### src/rtl/sram_arbiter.sv
// sram_arbiter: CPU/GPU share one async 16-bit SRAM port; per-lane strobes and rdata masking when SRAM_ARB_BYTE_EN is defined.
// Latency: request seen in IDLE -> ack WAIT_CYCLES+2 clocks later; at least one IDLE clock separates accesses.
// Backpressure: requests are levels; a requester holds req until its one-cycle ack (GPU promoted after STARVE_LIMIT CPU wins).
module sram_arbiter #(
    parameter int WAIT_CYCLES  = 2,
    parameter int STARVE_LIMIT = 4
) (
    input  logic        CLK,
    input  logic        RST_N,
    input  logic        cpu_req,
    input  logic        cpu_we,
    input  logic [15:0] cpu_addr,
    input  logic [15:0] cpu_wdata,
    input  logic [1:0]  cpu_be,
    output logic        cpu_ack,
    output logic [15:0] cpu_rdata,
    input  logic        gpu_req,
    input  logic        gpu_we,
    input  logic [15:0] gpu_addr,
    input  logic [15:0] gpu_wdata,
    input  logic [1:0]  gpu_be,
    output logic        gpu_ack,
    output logic [15:0] gpu_rdata,
    output logic        sram_ce_n,
    output logic        sram_oe_n,
    output logic        sram_we_n,
    output logic        sram_ub_n,
    output logic        sram_lb_n,
    output logic [15:0] sram_addr,
    output logic [15:0] sram_dout,
    output logic        sram_doe,
    input  logic [15:0] sram_din,
    output logic        busy,
    output logic        grant
);

    localparam int WW = (WAIT_CYCLES > 1) ? $clog2(WAIT_CYCLES) : 1;
    localparam int SW = (STARVE_LIMIT > 0) ? $clog2(STARVE_LIMIT + 1) : 1;
    localparam logic [WW-1:0] WAIT_LAST = WW'(WAIT_CYCLES - 1);
    localparam logic [SW-1:0] STARVE_MAX = SW'(STARVE_LIMIT);
    localparam bit STARVE_EN = (STARVE_LIMIT != 0);

    typedef enum logic [1:0] {S_IDLE, S_SETUP, S_STROBE, S_HOLD} state_t;

    state_t        state_q, state_d;
    logic [WW-1:0] wait_q, wait_d;
    logic [SW-1:0] starve_q, starve_d;
    logic          grant_q, grant_d;
    logic          we_q, we_d;
    logic [15:0]   addr_q, addr_d;
    logic [15:0]   wdata_q, wdata_d;
    logic [1:0]    be_q, be_d;
    logic [15:0]   cpu_rdata_q, cpu_rdata_d;
    logic [15:0]   gpu_rdata_q, gpu_rdata_d;

    logic          active;
    logic          gpu_win;
    logic          starve_full;
    logic [15:0]   lane_mask;

    assign active      = (state_q != S_IDLE);
    assign starve_full = STARVE_EN && (starve_q == STARVE_MAX);

    always_comb begin
        state_d     = state_q;
        wait_d      = wait_q;
        starve_d    = starve_q;
        grant_d     = grant_q;
        we_d        = we_q;
        addr_d      = addr_q;
        wdata_d     = wdata_q;
        be_d        = be_q;
        cpu_rdata_d = cpu_rdata_q;
        gpu_rdata_d = gpu_rdata_q;
        gpu_win     = 1'b0;
        case (state_q)
            S_IDLE: begin
                if (cpu_req || gpu_req) begin
                    gpu_win = gpu_req && (!cpu_req || starve_full);
                    grant_d = gpu_win;
                    we_d    = gpu_win ? gpu_we    : cpu_we;
                    addr_d  = gpu_win ? gpu_addr  : cpu_addr;
                    wdata_d = gpu_win ? gpu_wdata : cpu_wdata;
                    be_d    = gpu_win ? gpu_be    : cpu_be;
                    state_d = S_SETUP;
                end
                // Counter only grows while the GPU is actually waiting behind a CPU win.
                if (gpu_win || !gpu_req) begin
                    starve_d = '0;
                end else if (cpu_req && starve_q != STARVE_MAX) begin
                    starve_d = starve_q + SW'(1);
                end
            end
            S_SETUP: begin
                wait_d  = WAIT_LAST;
                state_d = S_STROBE;
            end
            S_STROBE: begin
                if (wait_q == '0) begin
                    state_d = S_HOLD;
                    if (!we_q) begin
                        if (grant_q) begin
                            gpu_rdata_d = sram_din & lane_mask;
                        end else begin
                            cpu_rdata_d = sram_din & lane_mask;
                        end
                    end
                end else begin
                    wait_d = wait_q - WW'(1);
                end
            end
            S_HOLD: begin
                state_d = S_IDLE;
            end
            default: begin
                state_d = S_IDLE;
            end
        endcase
    end

    always_ff @(posedge CLK) begin
        if (!RST_N) begin
            state_q     <= S_IDLE;
            wait_q      <= '0;
            starve_q    <= '0;
            grant_q     <= 1'b0;
            we_q        <= 1'b0;
            addr_q      <= '0;
            wdata_q     <= '0;
            be_q        <= '0;
            cpu_rdata_q <= '0;
            gpu_rdata_q <= '0;
        end else begin
            state_q     <= state_d;
            wait_q      <= wait_d;
            starve_q    <= starve_d;
            grant_q     <= grant_d;
            we_q        <= we_d;
            addr_q      <= addr_d;
            wdata_q     <= wdata_d;
            be_q        <= be_d;
            cpu_rdata_q <= cpu_rdata_d;
            gpu_rdata_q <= gpu_rdata_d;
        end
    end

`ifdef SRAM_ARB_BYTE_EN
    assign lane_mask = {{8{be_q[1]}}, {8{be_q[0]}}};
    assign sram_ub_n = ~(active & be_q[1]);
    assign sram_lb_n = ~(active & be_q[0]);
`else
    logic unused_be;
    assign unused_be = ^be_q;
    assign lane_mask = 16'hFFFF;
    assign sram_ub_n = ~active;
    assign sram_lb_n = ~active;
`endif

    // OE stays low through HOLD on reads so data remains stable until CE releases.
    assign sram_ce_n = ~active;
    assign sram_oe_n = ~(active & ~we_q);
    assign sram_we_n = ~((state_q == S_STROBE) & we_q);
    assign sram_doe  = active & we_q;
    assign sram_addr = addr_q;
    assign sram_dout = wdata_q;
    assign busy      = active;
    assign grant     = grant_q;
    assign cpu_ack   = (state_q == S_HOLD) & ~grant_q;
    assign gpu_ack   = (state_q == S_HOLD) & grant_q;
    assign cpu_rdata = cpu_rdata_q;
    assign gpu_rdata = gpu_rdata_q;

endmodule

### config.mk
export PLATFORM = sky130hd
export DESIGN_NAME = sram_arbiter
export DESIGN_NICKNAME = d
export VERILOG_FILES = /design/src/rtl/sram_arbiter.sv
export SDC_FILE = /design/constraint.sdc
export NUM_CORES = 1
export LEC_CHECK = 0
export BUFFER_PORTS_ARGS = -buffer_cell sky130_fd_sc_hd__buf_2
export CAP_MARGIN = 20
export CORE_MARGIN = 4
export CORE_UTILIZATION = 30
export DETAILED_ROUTE_END_ITERATION = 16
export HOLD_SLACK_MARGIN = 0.05
export PLACE_DENSITY = 0.65
export SYNTH_ARGS = -nofsm -noshare
export SYNTH_HDL_FRONTEND = slang
export SYNTH_SLANG_ARGS = --single-unit
### constraint.sdc
create_clock -name CLK -period 4.17 [get_ports CLK]
set_input_delay 0.834 -clock CLK [delete_from_list [all_inputs] [get_ports CLK]]
set_output_delay 0.834 -clock CLK [all_outputs]
set_load 0.03 [all_outputs]
### Yosys cells after proc, flatten, opt, wreduce, memory -nomap -nowiden

Cells that the tools add are included.

* input bits: 90
* logic and storage cells: 57
* output and inout bits: 74
* register bits: 72

* add/subtract/negate cells: 2
* reductions and logical operators: 16
* eq/ne operators: 7
* muxes and demuxes: 12
* bitwise gates (word level): 11

Operators with widths (count)
* $mux 16: 2
* $pmux 2 s4: 1
* $reduce_and 4->1: 2
* $mux 3: 2
* $not 1->1: 6
* $reduce_and 2->1: 3
* $reduce_bool 2->1: 3
* $and 1x1->1: 5
* $eq 2x2->1 const B: 2
* $mux 1: 4
* $mux 2: 2
* $ne 2x2->1 const B: 2
* $add 3x1->3 const B: 1
* $eq 3x3->1 const B: 1
* $logic_or 1x1->1: 3
* $ne 3x3->1 const B: 1
* $eq 2x1->1 const B: 1
* $logic_and 1x1->1: 2
* $logic_not 1->1: 2
* $logic_not 2->1: 1
* $pmux 1 s2: 1
* $sub 1x1->1 const B: 1

### Logic depth before layout (Yosys ltp)

* depth after elaboration: 8
* gate-level depth with buffers: 7
* depth with buffers taken out: 5

### Worst setup path before layout

Ideal clock, no wire load.

* path type: register -> output
* start: register state_q[0]
* end: output port sram_doe
* arrival time: 1.271 ns
* slack: 2.065 ns
* cell stages (with the launch flop): 4
* required time: 3.336 ns
* path buffers: 0
* cells stage by stage: dfxtp_1 > inv_1 > ha_1 > nor2b_1

* word-level cells in the longest chain between the ends: 2

RTL lines
* start, declared: RTL line 45 `state_t state_q, state_d;`
* start signal, assigned: RTL line 134 `state_q <= state_d;`
* $reduce_bool 2->1: RTL line 61 `assign active = (state_q != S_IDLE);`
* $and 1x1->1: RTL line 163 `assign sram_doe = active & we_q;`
* end, declared: RTL line 31 `output logic sram_doe,`

Every way passes these cells.

### Final worst setup path

* start: input port gpu_req
* end: register addr_q[10] (netlist: sram_addr[10])

* word-level cells in the longest chain between the ends: 2
* elaborated cells on any way between the ends: 4
* those cells by class: mux: 1; reduce/logical: 3

RTL lines
* start, declared: RTL line 17 `input logic gpu_req,`
* $logic_and 1x1->1 / $logic_or 1x1->1 (equally long branches): RTL line 79, 78
* $mux 16 / $reduce_and 2->1 (equally long branches)
* end signal, assigned: RTL line 139 `addr_q <= addr_d;`
* end, declared: RTL line 50 `logic [15:0] addr_q, addr_d;`

Several ways; a longest one is shown, not always the timed one.
A chain may end at the register's enable or synchronous reset.

==> impl_metrics.json <==
{
  "status": "completed",
  "hold_path_class": "flop to flop",
  "vdd_drop_max_v": 0.000275,
  "synthCells": 381,
  "h-tree-depth": 3,
  "ctsHoldBuffers": 0,
  "crit_chain": "buf_2, o21ai_2, buf_4, a31oi_1, a21oi_1",
  "drc": 0,
  "cp_max_fo": 39,
  "antenna_found_initial": 0,
  "cts_sinks": 72,
  "finalCritPeriodShare_pct": 59.3,
  "antennaDiodeCount": 0,
  "p_total_mw": 2.72,
  "synthesis.area_mm2": 0.00314,
  "synth_edf_count": 0,
  "syn-num-nets": 477,
  "synth_area_leaders": "dfxtp_1, a21oi_1, nand2_1",
  "finalHoldViolCount": 0,
  "yosysSeqAreaShare_pct": 46.0,
  "yosys-top-cells-count": "dfxtp_1, a21oi_1, nand2_1",
  "synth.top_cell.area_share_pct": 46.0,
  "clk_pin_slew_ns": 0.07,
  "drv_cap": 0,
  "timing.setup.tns_ns": 0,
  "grt_start_max_net_pins": 40,
  "cp_data_required_time_ns": 4.44,
  "vias": 3329,
  "cts_root_buffer": "clkbuf_8",
  "ys_types": 38,
  "place_congestion": 0.759,
  "cts_setup_buffers": 0,
  "drive_gt1_share_pct": 38.4,
  "tritoncts": "built",
  "port_buffers": 159,
  "period_minus_slack_ns": 2.47,
  "coreArea_mm2": 0.0102,
  "dr.pass1.iters": 4,
  "endpoint_kind": "flop",
  "hpwl_um": 7000,
  "post_cts_resized": 0,
  "yosysTopAreaCell": "dfxtp_1",
  "synth_ff_type": "dfxtp_1",
  "overflow": 0,
  "clock_skew_ns": 0.0124,
  "start_util_pct": 30.7,
  "finalNetCount": 614,
  "rsz0062_at_grt": "no",
  "wl_per_cell_um": 15.5,
  "routed_wl_um": 10200,
  "cp_slowest_cell": "o21ai_2",
  "clk_latency_ns": 0.35,
  "start_kind": "input port",
  "drt-vias-per-instance": 5.05,
  "relSlewSlack_pct": 28.8,
  "grt_pass1_vias": 3118,
  "post-route-util_pct": 40.8,
  "std_cell_rows": 37,
  "die_w_um": 110,
  "setup_viol": 0,
  "maxSlewViolCount": 0,
  "area.growth.synth_to_final_pct": 33.0,
  "syn_area_per_cell_um2": 8.23,
  "max_stage_delay_ns": 0.95,
  "synthMostInstantiatedCell": "dfxtp_1",
  "worst_ep_arrival_time_ns": 2.74,
  "pin_count": 164,
  "powerDensity_mw_per_mm2": 652,
  "initialDrtViolationCount": 170,
  "die_y_um": 110,
  "cts-buffers-inserted": 9,
  "dieArea_mm2": 0.0122,
  "grt_pass1_wl_um": 15400,
  "cts_buffer_depth": 2,
  "worstSetupPathType": "input port to flop",
  "ys_ff_latch": 72,
  "async_reset_ff_share_pct": 0,
  "timing.fmax_ghz": 0.404,
  "n_fill_cell": 1086,
  "ys_warn_count": 0,
  "power_leakage_nw": 1.83,
  "grt_usage_pct": 16.3,
  "tightest_slew_ns": 1.07,
  "antenna_left": 0
}
-- layout by cell type (no fill, tap or decap), types with 2 or more instances in the layout --
cell / synthesis / layout
o21ai_0: 34 / 34
nor2_1: 2 / 2
buf_4: 2 / 2
nand2_1: 56 / 56
o21ai_1: 35 / 34
inv_1: 6 / 6
buf_2: 14 / 159
and2_1: 2 / 2
nand2_2: 10 / 10
a21oi_1: 56 / 56
nor3_1: 3 / 3
ha_1: 6 / 6
a21oi_2: 10 / 10
a31oi_1: 33 / 33
dfxtp_1: 72 / 72
clkbuf_8: 0 / 11
nor2b_1: 2 / 2
-- critical path: cells and delay by family --
kind | cells | cell delay [ns]
buf+inv | 2 | 0.69
compound gates | 3 | 1.19
-- report_power, final --
part	switching [mW]	internal, mW
registers	0.104	0.859
logic	0.817	0.358
clock network	0.271	0.311
-- logic make-up after synthesis --
| kind of cell | after synthesis | share of synthesized area (%) |
|---|---|---|
| AO/OA/AOI/OAI | 175 | 31.3 |
| flip-flops | 72 | 46.0 |
| adder cells (fa/ha/maj) | 6 | 2.39 |
| buffers and inverters | 43 | 6.70 |
| AND/OR/NAND/NOR | 82 | 12.8 |
| XOR/XNOR | 2 | 0.559 |
| multiplexers | 1 | 0.319 |
-- final cells by class --
cell class              instances  area [µm²]  area share, %
clock buffers                  12         155           3.72
well taps                     136         170           4.08
flip-flops and latches         72        1440           34.6
multi-input cells             266        1490           35.7
clock inverters                 4        51.3           1.23
inverters                       7        26.3          0.630
repair buffers                162         838           20.1
-- layer usage --
metal	vias to the layer above	global-route usage [%]	wire (µm)
li1	1620	-	-
met1	1536	20.5	4500
met2	161	25.1	4430
met3	12	6.64	1140
met4	0	5.72	156
met5	-	0	0
-- flip-flops by register name, summed over array words and instances (netlist names) --
register,cells
cpu_rdata,16
gpu_rdata,16
sram_addr,16
sram_dout,16
starve_q,3
state_q,2
grant,1
wait_q,1
we_q,1
-- stage by stage --
stage          hold WS, ns  area (µm²)  setup WS (ns)  instances
2_1_floorplan        0.487        3140           2.07        381
3_3_place_gp         0.440        3940           1.44        642
3_5_place_dp         0.444        3940           1.39        642
4_1_cts              0.455        4140           1.69        658
5_1_grt              0.474        4170           1.52        659
6_report             0.452        4170           1.70        659
-- final timing paths --
check	startpoint	to	slack, ns	cells after the start
max	gpu_req	sram_addr[10]$_SDFFE_PN0P_	1.70	5
min	gpu_rdata[9]$_SDFFE_PN0P_	gpu_rdata[9]$_SDFFE_PN0P_	0.45	2
max reg2reg	state_q[0]$_SDFFE_PN0P_	sram_dout[10]$_SDFFE_PN0P_	1.95	5
min reg2reg	gpu_rdata[9]$_SDFFE_PN0P_	gpu_rdata[9]$_SDFFE_PN0P_	0.45	2
Power figures use the tool's default switching activity.
